==> config.mk <==
export PLATFORM = sky130hd
export DESIGN_NAME = mvu_acc_out_stream_flat
export DESIGN_NICKNAME = d
export VERILOG_FILES = /design/src/rtl/mvu_acc_out_stream_if.sv /design/src/rtl/mvu_acc_out_stream.sv /design/src/flat_wrapper.sv
export SDC_FILE = /design/constraint.sdc
export NUM_CORES = 1
export LEC_CHECK = 0
export ABC_AREA = 1
export ABC_CLOCK_PERIOD_IN_PS = 2200
export CORE_MARGIN = 1
export CORE_UTILIZATION = 35
export DETAILED_ROUTE_END_ITERATION = 7
export GPL_ROUTABILITY_DRIVEN = 0
export MAX_ROUTING_LAYER = met4
export PLACE_DENSITY_LB_ADDON = 0.05
export SLEW_MARGIN = 20
export SYNTH_ARGS = -nofsm -noshare
export SYNTH_HDL_FRONTEND = slang
export SYNTH_SLANG_ARGS = --single-unit
==> constraint.sdc <==
create_clock -name aclk -period 2.2 [get_ports aclk]
set_input_delay 0.33 -clock aclk [delete_from_list [all_inputs] [get_ports aclk]]
set_output_delay 0.33 -clock aclk [all_outputs]
set_load 0.005 [all_outputs]
==> src/rtl/mvu_acc_out_stream_if.sv <==
// AXI4-Stream bundle for the accumulator output stream (data, valid, ready, last).
interface mvu_acc_out_stream_if #(
  parameter int unsigned W = 8
);
  logic [W-1:0] tdata;
  logic         tvalid;
  logic         tready;
  logic         tlast;

  modport master (output tdata, output tvalid, output tlast, input tready);
  modport slave  (input tdata, input tvalid, input tlast, output tready);
endinterface

==> src/rtl/mvu_acc_out_stream.sv <==
// Buffers lock-step PE accumulator outputs in a small FIFO and re-emits them as an
// AXI4-Stream with tlast framing, feeding an early stall back to the MVAU control.
module mvu_acc_out_stream #(
  parameter int unsigned PE        = 2,
  parameter int unsigned TDstI     = 4,
  parameter int unsigned DEPTH     = 8,
  parameter int unsigned AF_MARGIN = 3,
  parameter int unsigned NF        = 4
) (
  input  logic                  aclk,
  input  logic                  areset,
  input  logic                  in_acc_v,
  input  logic [PE*TDstI-1:0]   in_acc,
  output logic                  acc_stall,
  mvu_acc_out_stream_if.master  m_axis,
  output logic                  ovf_err
);
  localparam int unsigned W  = PE * TDstI;
  localparam int unsigned AW = $clog2(DEPTH);
  localparam int unsigned CW = AW + 1;
  localparam int unsigned FW = (NF > 1) ? $clog2(NF) : 1;

  localparam logic [CW-1:0] FULL     = CW'(DEPTH);
  localparam logic [CW-1:0] STALL_TH = CW'(DEPTH - AF_MARGIN);
  localparam logic [FW-1:0] LAST     = FW'(NF - 1);

  logic [W-1:0]  mem_q [DEPTH];
  logic [AW-1:0] wr_q, wr_d, rd_q, rd_d;
  logic [CW-1:0] cnt_q, cnt_d;
  logic [FW-1:0] frm_q, frm_d;
  logic          stall_q, stall_d;
  logic          ovf_q, ovf_d;
  logic          full, pop, wr_en;

  // A pop in the same cycle frees the slot, so a push into a full FIFO is accepted then.
  always_comb begin
    full    = (cnt_q == FULL);
    pop     = (cnt_q != '0) && m_axis.tready;
    wr_en   = in_acc_v && (!full || pop);
    wr_d    = wr_q;
    rd_d    = rd_q;
    cnt_d   = cnt_q;
    frm_d   = frm_q;
    ovf_d   = ovf_q | (in_acc_v & full & ~pop);
    if (wr_en) wr_d = wr_q + 1'b1;
    if (pop) begin
      rd_d  = rd_q + 1'b1;
      frm_d = (frm_q == LAST) ? '0 : frm_q + 1'b1;
    end
    if (wr_en && !pop)      cnt_d = cnt_q + 1'b1;
    else if (!wr_en && pop) cnt_d = cnt_q - 1'b1;
    stall_d = (cnt_d >= STALL_TH);
  end

  always_ff @(posedge aclk) begin
    if (areset) begin
      wr_q    <= '0;
      rd_q    <= '0;
      cnt_q   <= '0;
      frm_q   <= '0;
      stall_q <= 1'b0;
      ovf_q   <= 1'b0;
    end else begin
      wr_q    <= wr_d;
      rd_q    <= rd_d;
      cnt_q   <= cnt_d;
      frm_q   <= frm_d;
      stall_q <= stall_d;
      ovf_q   <= ovf_d;
    end
  end

  always_ff @(posedge aclk) begin
    if (wr_en && !areset) mem_q[wr_q] <= in_acc;
  end

  assign m_axis.tvalid = (cnt_q != '0);
  assign m_axis.tdata  = m_axis.tvalid ? mem_q[rd_q] : '0;
  assign m_axis.tlast  = m_axis.tvalid && (frm_q == LAST);
  assign acc_stall     = stall_q;
  assign ovf_err       = ovf_q;
endmodule
==> src/flat_wrapper.sv <==
// flat-port wrapper written by rule: the top's interface ports become plain ports
module mvu_acc_out_stream_flat 
#(
  parameter int unsigned PE        = 2,
  parameter int unsigned TDstI     = 4,
  parameter int unsigned DEPTH     = 8,
  parameter int unsigned AF_MARGIN = 3,
  parameter int unsigned NF        = 4
)
  (aclk, areset, in_acc_v, in_acc, acc_stall, ovf_err, m_axis_tdata, m_axis_tvalid, m_axis_tlast, m_axis_tready);
  mvu_acc_out_stream_if m_axis_i ();
  input  logic aclk;
  input  logic areset;
  input  logic in_acc_v;
  input  logic [PE*TDstI-1:0] in_acc;
  output logic acc_stall;
  output logic ovf_err;
  output wire logic [$bits(m_axis_i.tdata)-1:0] m_axis_tdata;
  output wire logic [$bits(m_axis_i.tvalid)-1:0] m_axis_tvalid;
  output wire logic [$bits(m_axis_i.tlast)-1:0] m_axis_tlast;
  input wire logic [$bits(m_axis_i.tready)-1:0] m_axis_tready;
  assign m_axis_tdata = m_axis_i.tdata;
  assign m_axis_tvalid = m_axis_i.tvalid;
  assign m_axis_tlast = m_axis_i.tlast;
  assign m_axis_i.tready = m_axis_tready;
  mvu_acc_out_stream #(.PE(PE), .TDstI(TDstI), .DEPTH(DEPTH), .AF_MARGIN(AF_MARGIN), .NF(NF)) u_core (.aclk(aclk), .areset(areset), .in_acc_v(in_acc_v), .in_acc(in_acc), .acc_stall(acc_stall), .m_axis(m_axis_i), .ovf_err(ovf_err));
endmodule
==> results of run 1 <==
-- metrics by stage --
stage | utilization (%) | setup slack, ns | total power [W]
final | 46.6 | 0.0988 | 0.00430
after global routing | 46.6 | -0.0134 | 0.00453
after CTS | 45.6 | -0.0713 | 0.00426
after detailed placement | 42.1 | 0.123 | 0.00288
after global placement | 42.1 | 0.147 | 0.00288
after floorplan | - | 0.145 | 0.00243
-- sequential cells by signal, summed over array words and instances, names as in the netlist, named ones only --
| register | count |
|---|---|
| u_core.mem_q | 64 |
| u_core.cnt_q | 4 |
| u_core.rd_q | 3 |
| u_core.wr_q | 3 |
| u_core.frm_q | 2 |
| u_core.acc_stall | 1 |
| u_core.ovf_err | 1 |
-- cell families (layout without fill, tap and decap cells) --
group / after synthesis / after routing
and+or+nand+nor: 123 / 124
DFF: 81 / 81
AOI/OAI and AO/OA: 66 / 66
buffers and inverters: 33 / 94
adders and majority gates: 5 / 5
xor gates and xnor gates: 2 / 2
-- worst paths after layout --
path,start,end,slack (ns),cells past startpoint
worst max-delay path,flip-flop,m_axis_tdata[0],0.1,8
worst min register to register,u_core.ovf_err,u_core.ovf_err,0.47,1
worst min-delay path,u_core.ovf_err,u_core.ovf_err,0.47,1
worst max register to register,u_core.cnt_q[2],u_core.mem_q[7][7],0.32,7
-- synthesized netlist by cell type --
cell / count / area, um2
nand2_4: 2 / 22.5
ha_1: 5 / 62.6
clkinv_2: 1 / 5.00
o21a_1: 1 / 7.51
nand4_1: 2 / 12.5
nand3_2: 1 / 10.0
xor2_1: 2 / 17.5
edfxtp_1: 64 / 1920
nor3_1: 6 / 30.0
o211a_1: 1 / 10.0
o21ai_1: 24 / 120
nor2_1: 76 / 285
a21oi_1: 4 / 20.0
and2_1: 1 / 6.26
nor2_2: 3 / 18.8
nor3b_2: 1 / 12.5
nand3_4: 1 / 17.5
inv_2: 3 / 11.3
buf_2: 8 / 40.0
nand2_1: 22 / 82.6
inv_1: 18 / 67.6
o21ai_0: 27 / 135
o21ai_2: 1 / 8.76
dfxtp_1: 17 / 340
clkbuf_1: 3 / 11.3
o32ai_1: 8 / 70.1
and3_1: 1 / 6.26
nand3_1: 7 / 35.0
-- layout by cell type (no fill, tap or decap), drive strengths merged --
cell type      count
nor3b              1
o211a              1
nand4              2
and2               1
dlymetal6s2s       3
edfxtp            64
ha                 5
xor2               2
a21oi              4
clkbuf            11
o21a               1
nor2              79
nand3              9
bufinv             3
and3               1
nor3               6
o21ai             52
inv               21
clkdlybuf4s15      1
clkinv             3
dlygate4sd2        5
dfxtp             17
buf               33
o32ai              8
clkdlybuf4s50     14
nand2             25
-- cell type report --
type | count | area share, %
flip-flops and latches | 81 | 52.2
multi-input cells | 197 | 23.6
repair buffers | 56 | 13.0
well taps | 129 | 3.71
clock buffers | 11 | 3.02
clock inverters | 5 | 2.39
inverters | 22 | 2.10
-- timing repair --
| item | in CTS | in global routing |
|---|---|---|
| setup buffers | 6 | 6 |
| gates resized for setup | 18 | 14 |
| gates cloned | 1 | 1 |
| pin swaps | 4 | 4 |
| hold endpoints to repair | 0 | 0 |
| endpoints found under the setup margin | 10 | 4 |
-- report_power, final --
group          switching (W)  total [W]  internal, W
Sequential         0.0000761    0.00181      0.00174
Clock               0.000538    0.00129     0.000756
Combinational       0.000635    0.00120     0.000561
-- metal layers --
layer | track usage (%) | vias up | share of wire [%]
met3 | 2.86 | 14 | 3.2
met5 | - | - | 0
met1 | 23.0 | 1136 | 47
li1 | - | 1195 | -
met2 | 28.3 | 49 | 48
met4 | 8.36 | 0 | 1.8
==> summary.txt, run 1 <==
Timing
  – Tcrit/Tclk final: 95.5%
  – # setup viols final: 0
  – Final setup TNS: 0 ns
  – Slew HR: 77.2%
  – Worst Skew: 0.00783 ns
  – Final hold violation count: 0
  – RSZ-0062 raised after global routing: true
  – Tmin final: 2.10 ns
  – Worst slew pin tran: 0.342 ns
  – Hold WS: 0.474 ns
  – Fmax: 476 MHz
  – Final Max Slew Viols: 0

Synth
  – Synth Area in XOR/XNOR: 0.517%
  – Mux share of post-synthesis cell area: 0%
  – Syn Inst Count: 310
  – Synth Area in Compound Gates: 11.0%
  – Synth cell types: 28
  – Adder-Cell Fraction of Synth Area: 1.85%
  – Post-synthesis sequential area ratio: 66.8%
  – Simple-gate area share of the yosys netlist: 15.9%
  – Post-synthesis cell area: 3390 um2
  – Net Count, Synth: 327
  – Largest family of logic cells by synthesized area: simple AND/OR/NAND/NOR gates
  – Syn_area_per_cell: 10.9 um2
  – Flops & latches, synth: 81
  – Ys Warns: 0

Critical path
  – Slowest CP cell: dfxtp_4
  – Worst-path fanout max: 9
  – Crit Path Category: reg2out
  – Most frequent CP cell: o21ai_1
  – Critical Path End Type: primary output
  – Critical path launch point type: flip-flop
  – Crit path required time: 1.87 ns
  – Buf/Inv on CP: 4
  – Crit path DAT: 1.77 ns
  – Cell Chain, Critical Path: inv_8 > buf_12 > buf_4 > o21ai_1 > o21ai_1 > o21ai_1 > nor2_1 > dlygate4sd2_1
  – Largest stage delay, worst path: 0.41 ns
  – Top Family by Delay on Critical Path: buffers and inverters

Cells and area
  – Diode count: 0
  – Final instance area: 4350 um2
  – Cell Count, Final, Fillers Out: 501
  – Fillers: 883
  – FF+latch area: 2270 um2
  – Area of the multi-input gates: 1020 um2
  – Share of layout cells above drive strength 1: 18.5%
  – Fin nets: 384
  – P&R area growth vs syn: 28.3%

Drt
  – Residual DRC count: 0
  – Final ANT Viol Nets: 0
  – Routed vias/inst: 4.78
  – Routed Wire Length: 8220 um
  – DRT iter0 DRCs: 103
  – Per-cell routed wire length: 16.4 um
  – Via count: 2394
  – First-pass detailed-route iteration total: 4

Floorplanning
  – Core box area: 9330 um2
  – Die area: 10100 um2
  – Initial core utilization: 36.3%
  – IO Pins: 24
  – DIE WIDTH: 100 um
  – # rows: 35
  – DIE HEIGHT: 100 um

Global route
  – Vias in the first global route: 2363
  – Total global routing overflow: 0
  – First-pass GRT wire length: 12700 um
  – Gr usage total: 18.0%
  – Initial antenna violation count: 0
  – Pin count of the biggest net entering global routing: 21

Clock network
  – Clk root buf: clkbuf_8
  – Reg clk slew, reported paths: 0.08 ns
  – CTS HTree Levels: 3
  – Clock Sinks: 81
  – TritonCTS buffer count: 9
  – CTS tree: yes
  – Worst skew pair latency: 0.35 ns
  – Clock tree buffer depth: 2
  – Hold-fix buffers, CTS: 0

Job
  – Total of max-cap violations: 0

Placement
  – Dpl hpwl: 5250 um
  – Placed Cells: 471
  – Placed inst area: 3930 um2
  – Port Buffers: 23

Power and ir drop
  – Leakage power: 1.67 nW
  – Max VDD drop: 0.445 mV
  – Pwr Density: 989 nW/um2

Worst hold path
  – Tightest Hold Check Type: reg2reg

Run status
  – Status: finished, final reports clean
No activity file was read; power rests on OpenSTA's default activity.
==> run 2, diff against run 1 <==
Settings changed: TNS_END_PERCENT set to 10.
==> summary.txt, run 2 (same netlist as run 1, synthesis figures left out) <==
Floorplanning
  – IO Pins: 24
  – Initial core utilization: 36.3%
  – Die area: 10100 um2
  – DIE HEIGHT: 100 um
  – # rows: 35
  – DIE WIDTH: 100 um
  – Core box area: 9330 um2

Timing
  – RSZ-0062 raised after global routing: true
  – Tcrit/Tclk final: 104%
  – Final hold violation count: 0
  – Tmin final: 2.29 ns
  – Final Max Slew Viols: 0
  – Worst Setup Slack, final: -0.0851 ns
  – Worst Skew: 0.00759 ns
  – Worst slew pin tran: 0.339 ns
  – # setup viols final: 4
  – Slew HR: 77.4%
  – Fmax: 438 MHz
  – Hold WS: 0.474 ns

Worst hold path
  – Hold Path Origin: u_core.ovf_err
  – Tightest Hold Check Type: reg2reg
  – Hold endpoint: u_core.ovf_err
  – Hold path depth: 1

Cells and area
  – Area of the multi-input gates: 1020 um2
  – Most frequent cells in the layout: nor2_1, edfxtp_1, o21ai_0, o21ai_1, nand2_1
  – Fillers: 888
  – Largest register FFs: 64
  – Commonest non-fill, non-tap cell in the layout: nor2_1
  – Final Util: 45.6%
  – Biggest register: u_core.mem_q
  – Share of layout cells above drive strength 1: 16.0%
  – P&R area growth vs syn: 25.6%
  – Largest registers: u_core.mem_q: 64 flops, u_core.cnt_q: 4 flops
  – Diode count: 0
  – Fin nets: 374
  – FF+latch area: 2270 um2

Placement
  – Dpl hpwl: 5250 um
  – Port Buffers: 23

Power and ir drop
  – Max VDD drop: 0.445 mV
  – Leakage power: 1.59 nW
  – Total power: 0.00423 W
  – Pwr Density: 995 nW/um2

Drt
  – Final ANT Viol Nets: 0
  – Residual DRC count: 0
  – DRT iter0 DRCs: 75
  – First-pass detailed-route iteration total: 4
  – Routed vias/inst: 4.85
  – Per-cell routed wire length: 16.3 um
  – Via count: 2383
  – Routed Wire Length: 8010 um

Critical path
  – R2R setup slack: 0.32 ns
  – Critical path launch point type: flip-flop
  – Crit Path Category: reg2out
  – Worst-path fanout max: 16
  – Critical Path End Type: primary output
  – Origin of the critical flop-to-flop path: u_core.cnt_q[0]
  – Crit path required time: 1.87 ns
  – Reg2Reg Depth: 8
  – Crit path DAT: 1.96 ns
  – Worst R2R End: u_core.mem_q[7][7]

Clock network
  – Hold-fix buffers, CTS: 0
  – Clock tree buffer depth: 2
  – CTS HTree Levels: 3
  – Clk root buf: clkbuf_8
  – TritonCTS buffer count: 9
  – Reg clk slew, reported paths: 0.08 ns
  – Clock Sinks: 81
  – Worst skew pair latency: 0.34 ns
  – CTS tree: yes

Job
  – Total of max-cap violations: 0

Global route
  – Vias in the first global route: 2342
  – Initial antenna violation count: 0
  – Total global routing overflow: 0
  – First-pass GRT wire length: 12600 um
  – Pin count of the biggest net entering global routing: 21
  – Gr usage total: 18.0%

Run status
  – Failing checks: negative setup slack
  – Status: complete, but fails checks
run 2: metrics by stage:
step / worst slack [ns] / instances / setup TNS, ns / cell area [um2]
4_1_cts: -0.122 / 491 / -0.626 / 4220
6_report: -0.0851 / 491 / -0.127 / 4250
3_5_place_dp: 0.123 / 471 / 0 / 3930
3_3_place_gp: 0.147 / 471 / 0 / 3930
2_1_floorplan: 0.145 / 310 / 0 / 3390
5_1_grt: -0.173 / 491 / -0.648 / 4250
run 2: how the worst max path moves through the flow:
stage	end	depth (start not counted)	slack, ns
after floorplan	u_core.mem_q[0][0]	7	0.14
after global placement	m_axis_tdata[5]	6	0.15
after detailed placement	m_axis_tdata[5]	6	0.12
after CTS	m_axis_tdata[5]	7	-0.12
after global routing	m_axis_tdata[7]	8	-0.17
final	m_axis_tdata[7]	8	-0.09
run 2: final cells by class:
cell class | count | share of cell area [%]
clock buffer | 11 | 3.09
clock inverter | 5 | 2.44
inverter | 22 | 2.09
tap | 129 | 3.79
sequential | 81 | 53.4
timing repair buffer | 46 | 11.1
multi-input combinational | 197 | 24.1
run 2: what timing repair did:
action / 4_1_cts / 5_1_grt
gates cloned: 1 / 0
setup endpoints to repair: 10 / 7
resized for setup: 10 / 11
pin swaps: 1 / 2
buffers inserted: 3 / 0
run 2: power by group:
group | total, W | internal [W] | switching [W]
logic | 0.00114 | 0.000519 | 0.000618
clock network | 0.00129 | 0.000756 | 0.000534
registers | 0.00181 | 0.00174 | 0.0000704
total | 0.00423 | 0.00301 | 0.00122
run 2: per-layer routing:
| layer | wire length [um] | vias up | part of all wire, % | GRT usage, % |
|---|---|---|---|---|
| li1 | - | 1175 | - | - |
| met1 | 3790 | 1146 | 47 | 22.7 |
| met2 | 3850 | 43 | 48 | 28.1 |
| met3 | 195 | 19 | 2.4 | 2.99 |
| met4 | 184 | 0 | 2.3 | 8.58 |
| met5 | 0 | - | 0 | - |
run 2: critical path, stage by stage, from the launching register on:
cell	delay, ns
dfxtp_4	0.40
buf_12	0.15
nor2_1	0.05
nor2_1	0.07
o21ai_0	0.12
o21ai_0	0.10
o21ai_1	0.07
nor2_1	0.13
clkdlybuf4s50_1	0.52
